## config.mk

```make
export PLATFORM = sky130hd
export DESIGN_NAME = seq_detect_param
export DESIGN_NICKNAME = d
export VERILOG_FILES = /design/src/rtl/seq_detect_param.sv
export SDC_FILE = /design/constraint.sdc
export NUM_CORES = 1
export LEC_CHECK = 0
export BUFFER_PORTS_ARGS = -buffer_cell sky130_fd_sc_hd__buf_4
export CAP_MARGIN = 20
export CORE_MARGIN = 2
export CORE_UTILIZATION = 59
export CTS_CLUSTER_SIZE = 40
export DETAILED_ROUTE_END_ITERATION = 8
export HOLD_SLACK_MARGIN = 0.15
export PLACE_DENSITY_LB_ADDON = 0.08
export SYNTH_ARGS = -nofsm -noshare
export SYNTH_HDL_FRONTEND = slang
export SYNTH_SLANG_ARGS = --single-unit
```

## constraint.sdc

```tcl
create_clock -name CLK -period 5.9 [get_ports CLK]
set_input_delay 0.59 -clock CLK [delete_from_list [all_inputs] [get_ports CLK]]
set_output_delay 0.59 -clock CLK [all_outputs]
set_load 0.02 [all_outputs]
```

## src/rtl/seq_detect_param.sv

```systemverilog
// seq_detect_param: programmable serial pattern detector (1..MAX_LEN bits) with
// run-time overlap selection, registered match pulse and saturating match counter.
// Ports:
//   CLK        clock, rising edge
//   RESET      asynchronous active-low reset
//   IN, EN     serial bit and its sample qualifier
//   LOAD       latch PATTERN/LEN/OVERLAP and clear history (IN discarded)
//   PATTERN    pattern, PATTERN[LEN-1] received first, PATTERN[0] last
//   LEN        pattern length
//   OVERLAP    1 = overlapping matches allowed
//   CLR_CNT    synchronous clear of MATCH_CNT (a same-edge match then counts 1)
//   OUT        one-cycle registered match pulse
//   MATCH_CNT  saturating match count
//   CFG_ERR    latched LEN is 0 or above MAX_LEN
module seq_detect_param #(
   parameter int                 MAX_LEN     = 8,
   parameter int                 LEN_W       = 4,
   parameter int                 CNT_W       = 8,
   parameter logic [MAX_LEN-1:0] RST_PATTERN = MAX_LEN'('b1010),
   parameter logic [LEN_W-1:0]   RST_LEN     = LEN_W'(4),
   parameter logic               RST_OVERLAP = 1'b1
) (
   input  logic               CLK,
   input  logic               RESET,
   input  logic               IN,
   input  logic               EN,
   input  logic               LOAD,
   input  logic [MAX_LEN-1:0] PATTERN,
   input  logic [LEN_W-1:0]   LEN,
   input  logic               OVERLAP,
   input  logic               CLR_CNT,
   output logic               OUT,
   output logic [CNT_W-1:0]   MATCH_CNT,
   output logic               CFG_ERR
);
   localparam logic [LEN_W-1:0] MAX_L = LEN_W'(MAX_LEN);
   // The oldest history bit is shifted out before it can ever be compared,
   // so only MAX_LEN-1 bits are stored; IN completes the compare window.
   logic [MAX_LEN-2:0] hist;
   logic [MAX_LEN-1:0] hist_nxt, cfg_pat, mask;
   logic [LEN_W-1:0]   fill, fill_nxt, cfg_len;
   logic [CNT_W-1:0]   cnt_base;
   logic               cfg_ovl, match;
   for (genvar i = 0; i < MAX_LEN; i++) begin : g_mask
      assign mask[i] = cfg_len > LEN_W'(i);
   end
   always_comb begin
      hist_nxt = {hist, IN};
      fill_nxt = fill == MAX_L ? fill : fill + LEN_W'(1);
      match    = EN && !LOAD && !CFG_ERR && fill_nxt >= cfg_len &&
                 ((hist_nxt ^ cfg_pat) & mask) == '0;
      cnt_base = CLR_CNT ? '0 : MATCH_CNT;
   end
   always_ff @(posedge CLK or negedge RESET) begin
      if (!RESET) begin
         hist      <= '0;
         fill      <= '0;
         cfg_pat   <= RST_PATTERN;
         cfg_len   <= RST_LEN;
         cfg_ovl   <= RST_OVERLAP;
         CFG_ERR   <= (RST_LEN == '0) || (RST_LEN > MAX_L);
         OUT       <= 1'b0;
         MATCH_CNT <= '0;
      end else begin
         OUT       <= match;
         MATCH_CNT <= match && !(&cnt_base) ? cnt_base + CNT_W'(1) : cnt_base;
         if (LOAD) begin
            cfg_pat <= PATTERN;
            cfg_len <= LEN;
            cfg_ovl <= OVERLAP;
            CFG_ERR <= (LEN == '0) || (LEN > MAX_L);
            hist    <= '0;
            fill    <= '0;
         end else if (EN) begin
            hist <= hist_nxt[MAX_LEN-2:0];
            // Non-overlap: forget the matched bits so none can start a new match.
            fill <= match && !cfg_ovl ? '0 : fill_nxt;
         end
      end
   end
endmodule

```

Word level (Yosys, flattened, before mapping) --
Cells that the tools add are included.
Storage, ports and cells: output and inout bits 10, word-level logic and storage cells 46, input port bits 19, register bits 34
Cells by class: bitwise operators 2, multiplexer cells 8, equality and inequality tests 1, add/sub/neg operators 2, reduce and logical (&&, ||, !) cells 15, magnitude comparators 10
Operator list (number):
- 4-bit by 3-bit greater-than comparator with 1-bit output (second input constant) | 4
- 4-bit two-way mux | 4
- 8-bit two-way mux | 2
- 7-bit two-way mux | 2
- 8-bit by 1-bit adder with 8-bit output (second input constant) | 1
- 8-bit AND | 1
- 4-bit by 1-bit greater-than comparator with 1-bit output (second input constant) | 2
- 4-bit by 2-bit greater-than comparator with 1-bit output (second input constant) | 2
- 8-bit zero test | 1
- 8-bit AND reduction | 1
- 8-bit XOR | 1
- 1-bit logical AND | 6
- 4-bit by 1-bit adder with 4-bit output (second input constant) | 1
- 4-bit == test (second input constant) | 1
- 4-bit greater-or-equal comparator | 1
- 4-bit greater-than comparator (second input constant) | 1
- 1-bit zero test | 4
- 4-bit zero test | 1
- 2-bit nonzero test | 1
- 1-bit logical OR | 1

Longest topological paths before layout --
depth after elaboration 9, gate-level depth with buffers 13, gate-level depth less buffers 12

Least setup slack after synthesis --
No wires, ideal clock.
path kind flip-flop to flip-flop, start point register fill[0], end point register MATCH_CNT[1], data required time 5.773 ns, slack 3.462 ns, arrival time 2.310 ns, setup time 0.127 ns, cell stages (with the launch flop) 13, path buffers 0, clock period less this slack 2.438 ns, cells stage by stage dfrtp_1 inv_1 ha_1 nand2_1 nor2_1 xnor2_1 ha_1 nand2b_1 a2111oi_0 nor3_1 nand4_1 or2_2 mux2_1
Between the ends: word-level cells in the longest chain between the ends 7, elaborated cells on any way between the ends 8, classes of those cells add/sub (1); order compare (1); eq/ne (1); mux (2); reduce/logical (3)
RTL lines:
- start: declaration | line 41 | logic [LEN_W-1:0] fill, fill_nxt, cfg_len;
- start signal: assignment | line 77 | fill <= match && !cfg_ovl ? '0 : fill_nxt;
- 4-bit by 1-bit adder with 4-bit output / 4-bit == test (equally long branches) | line 49 | fill_nxt = fill == MAX_L ? fill : fill + LEN_W'(1);
- 4-bit two-way mux (*) | line 49
- 4-bit greater-or-equal comparator (*) | line 50 | match = EN && !LOAD && !CFG_ERR && fill_nxt >= cfg_len &&
- 1-bit logical AND (*) (2 in series) | line 50
- 1-bit logical AND (*) | line 66 | MATCH_CNT <= match && !(&cnt_base) ? cnt_base + CNT_W'(1) : cnt_base;
- 8-bit two-way mux (*) | line 66
- end signal: assignment | line 66
- end: declaration | line 33 | output logic [CNT_W-1:0] MATCH_CNT,
Mark *: on every way between the ends. The rest lies on a longest branch, timed or not. A chain may end at the register's enable or synchronous reset.

Worst setup path in the final report --
Same ends and word-level chain as after synthesis.

==> qor.csv <==
metric,value,unit
cell with the largest stage delay on the worst path,sky130_fd_sc_hd__dfrtp_1,
fillcell total,205,
most instantiated library cell after synthesis,sky130_fd_sc_hd__dfrtp_1,
count of warnings emitted by yosys,0,
Non-Filler Instances,225,
number of resized instances in the post-cts repair step,0,
Worst Slack Setup Final,2.99,ns
top cell type's share of synthesized area,42.9,%
via/cell ratio,5.80,
commonest cells in the netlist,"sky130_fd_sc_hd__dfrtp_1 (30), sky130_fd_sc_hd__nor2_1 (13), sky130_fd_sc_hd__xnor2_1 (11)",
pwr dens,224,nW/um^2
power after layout,0.000457,W
TritonCTS clock tree,built,
number of cells produced by synthesis,163,
synth unique cells,35,
ANT nets after route,0,
net count after synthesis,189,
diodes inserted,0,
DRC violation count after routing,0,
top achievable clock speed,344,MHz
final routed wire length divided by cell count,14.8,um
pre-CTS WS,3.02,ns
Final Cycle Share,49.3,%
clk_skew,0.00939,ns
number of antenna violations at the first check in global routing,0,
clock slew at reported path FFs,0.11,ns
crit start category,flip-flop,
clock root cell,sky130_fd_sc_hd__clkbuf_4,
core box area,2780,um^2
Register-to-Register Setup Slack,2.99,ns
number of maximum-capacitance constraint violations,0,
final RePlAce weighted congestion,0.813,
maximum number of pins on one net before global-route repair,35,
die area,3420,um^2
# rows,19,
Final #Nets,219,
grt total ovfl,0,
Port-buffer cells,28,
gr usage total,23.0,%
detailed placement HPWL,2450,um
Yosys top cell by area,sky130_fd_sc_hd__dfrtp_1,
required time at the endpoint of the critical path,6.14,ns
Chip Height,58.5,um
most used flip-flop cell after synthesis,sky130_fd_sc_hd__dfrtp_1,
starting utilization of the core area,63.0,%
post-synthesis async set-or-reset flop share,100,%
maximum clock insertion buffer count,2,
run status,"complete, no violations",
number of global-route vias before repair,1359,
clock buffers created by TritonCTS,5,
data arrival time of the worst path,3.14,ns
worst reg2reg endpoint,MATCH_CNT[1],
number of register bits inferred by synthesis,34,
drt first pass iters,4,
post-CTS setup repair buffer count,0,
Slew @ Worst Pin,0.507,ns
num ports,29,
ratio of cells with drive above 1 in the final layout,27.8,%
Layout area overhead,16.6,%
routed vias,1304,
part of the Yosys area used for sequential elements,48.9,%
R2R cell count,12,
Placed Cells,217,
worst setup path category,flip-flop to flip-flop,
Leak,0.923,nW
Most Frequent Cell on Critical Path,sky130_fd_sc_hd__ha_1,
average cell area after synthesis,10.7,um^2
"Hold Violations, Final",0,
clock sink count,34,
H-tree depth reported by CTS,2,
first-pass GRT wire length,5870,um
initial detailed-routing violation count,57,
classification of the worst-slack hold path,input port to asynchronous set/reset pin,
number of buffer and inverter stages on the critical path,1,
synth top area cells,"sky130_fd_sc_hd__dfrtp_1 (43%), sky130_fd_sc_hd__mux2_2 (6.4%), sky130_fd_sc_hd__dfstp_2 (6.0%)",
post-synthesis instance area,1750,um^2
crit end category,flip-flop,
accumulated negative setup slack,0,ns
overall routed net length,3320,um
final core utilization,73.4,%
max-slew violation total from the final report,0,
worst vdd rail ir drop,197,uV
largest fanout on the critical path,13,
clk_lat worst skew,0.34,ns
cell-by-cell listing of the critical path,inv_1 > ha_1 > nand2_1 > nor2_1 > xnor2_1 > ha_1 > nand2b_1 > a2111oi_0 > nor3_1 > nand4_1 > or2_2 > mux2_1,
Max-Slew Margin vs Limit,65.9,%
unrepaired setup endpoints after global routing,false,
final worst path period need,2.91,ns
critical register-to-register path startpoint,fill[0],
endpoints failing setup,0,
number of flops mapped to enable cells by yosys,0,
family with the most delay on the worst path,simple AND/OR/NAND/NOR gates,
width of the die,58.5,um
Hold Buf Count CTS,0,
longest individual stage delay on the worst path,0.43,ns
==> area by class of cell <==
| cell class | count | area, um^2 | area share, % |
|---|---|---|---|
| Tap cell | 31 | 38.8 | 1.90 |
| Multi-Input combinational cell | 117 | 847 | 41.5 |
| Clock inverter | 2 | 12.5 | 0.613 |
| Sequential cell | 34 | 856 | 41.9 |
| Timing Repair Buffer | 28 | 210 | 10.3 |
| Inverter | 7 | 26.3 | 1.29 |
| Clock buffer | 6 | 51.3 | 2.51 |
==> layout by cell type, fill, tap and decap left out, types with 4 or more instances in the layout <==
| cell type | netlist | layout |
|---|---|---|
| sky130_fd_sc_hd__dfstp_2 | 4 | 4 |
| sky130_fd_sc_hd__nand2b_1 | 4 | 4 |
| sky130_fd_sc_hd__nor2_1 | 13 | 13 |
| sky130_fd_sc_hd__mux2_2 | 10 | 10 |
| sky130_fd_sc_hd__nand2_1 | 8 | 8 |
| sky130_fd_sc_hd__clkbuf_4 | 0 | 5 |
| sky130_fd_sc_hd__nor2b_1 | 4 | 4 |
| sky130_fd_sc_hd__dfrtp_1 | 30 | 30 |
| sky130_fd_sc_hd__mux2i_1 | 9 | 9 |
| sky130_fd_sc_hd__ha_1 | 7 | 7 |
| sky130_fd_sc_hd__nand3_1 | 6 | 6 |
| sky130_fd_sc_hd__a21oi_1 | 9 | 9 |
| sky130_fd_sc_hd__xnor2_1 | 11 | 11 |
| sky130_fd_sc_hd__inv_1 | 7 | 7 |
| sky130_fd_sc_hd__nor3_1 | 5 | 5 |
| sky130_fd_sc_hd__buf_4 | 0 | 28 |
| sky130_fd_sc_hd__o21ai_0 | 6 | 6 |
==> through the flow <==
stage / cell area, um^2 / hold slack (ns)
6_report: 2040 / 0.173
5_1_grt: 2040 / 0.177
4_1_cts: 2040 / 0.172
3_5_place_dp: 1980 / 0.524
3_3_place_gp: 1980 / 0.513
2_1_floorplan: 1750 / 0.294
==> sequential cells by signal (all words and copies together) (netlist names) <==
signal / flops
CFG_ERR: 1
OUT: 1
fill: 4
cfg_ovl: 1
cfg_pat: 8
MATCH_CNT: 8
cfg_len: 4
hist: 7
==> metal layers <==
metal	wire length [um]	global-route usage (%)	part of all wire, %	vias up
met5	0	0	0	-
met4	74	12.0	2.2	0
met3	150	7.25	4.5	9
met2	1630	36.9	49	30
met1	1470	27.8	44	634
li1	-	-	-	631
==> cells by family after synthesis <==
kind of cell,share of synthesized area [%]
XOR/XNOR,7.00
flip-flops,48.9
multiplexers,12.2
AO/OA/AOI/OAI,9.07
adder cells (fa/ha/maj),5.00
AND/OR/NAND/NOR,15.1
buffers and inverters,2.79
==> power by group <==
part	internal, W	total, W	leakage [nW]	switching (W)
clock network	0.0000572	0.000137	0.0343	0.0000801
registers	0.000247	0.000258	0.436	0.0000114
logic	0.0000318	0.0000621	0.452	0.0000302
==> worst max-delay path by stage <==
stage / startpoint / endpoint / slack, ns / depth (start not counted)
4_1_cts: fill[0] / MATCH_CNT[1] / 2.99 / 12
2_1_floorplan: fill[0] / MATCH_CNT[1] / 3.46 / 12
6_report: fill[0] / MATCH_CNT[1] / 2.99 / 12
5_1_grt: fill[0] / MATCH_CNT[1] / 2.74 / 12
3_3_place_gp: fill[0] / MATCH_CNT[1] / 3.10 / 12
3_5_place_dp: fill[0] / MATCH_CNT[1] / 3.02 / 12
Power figures use the tool's default switching activity.
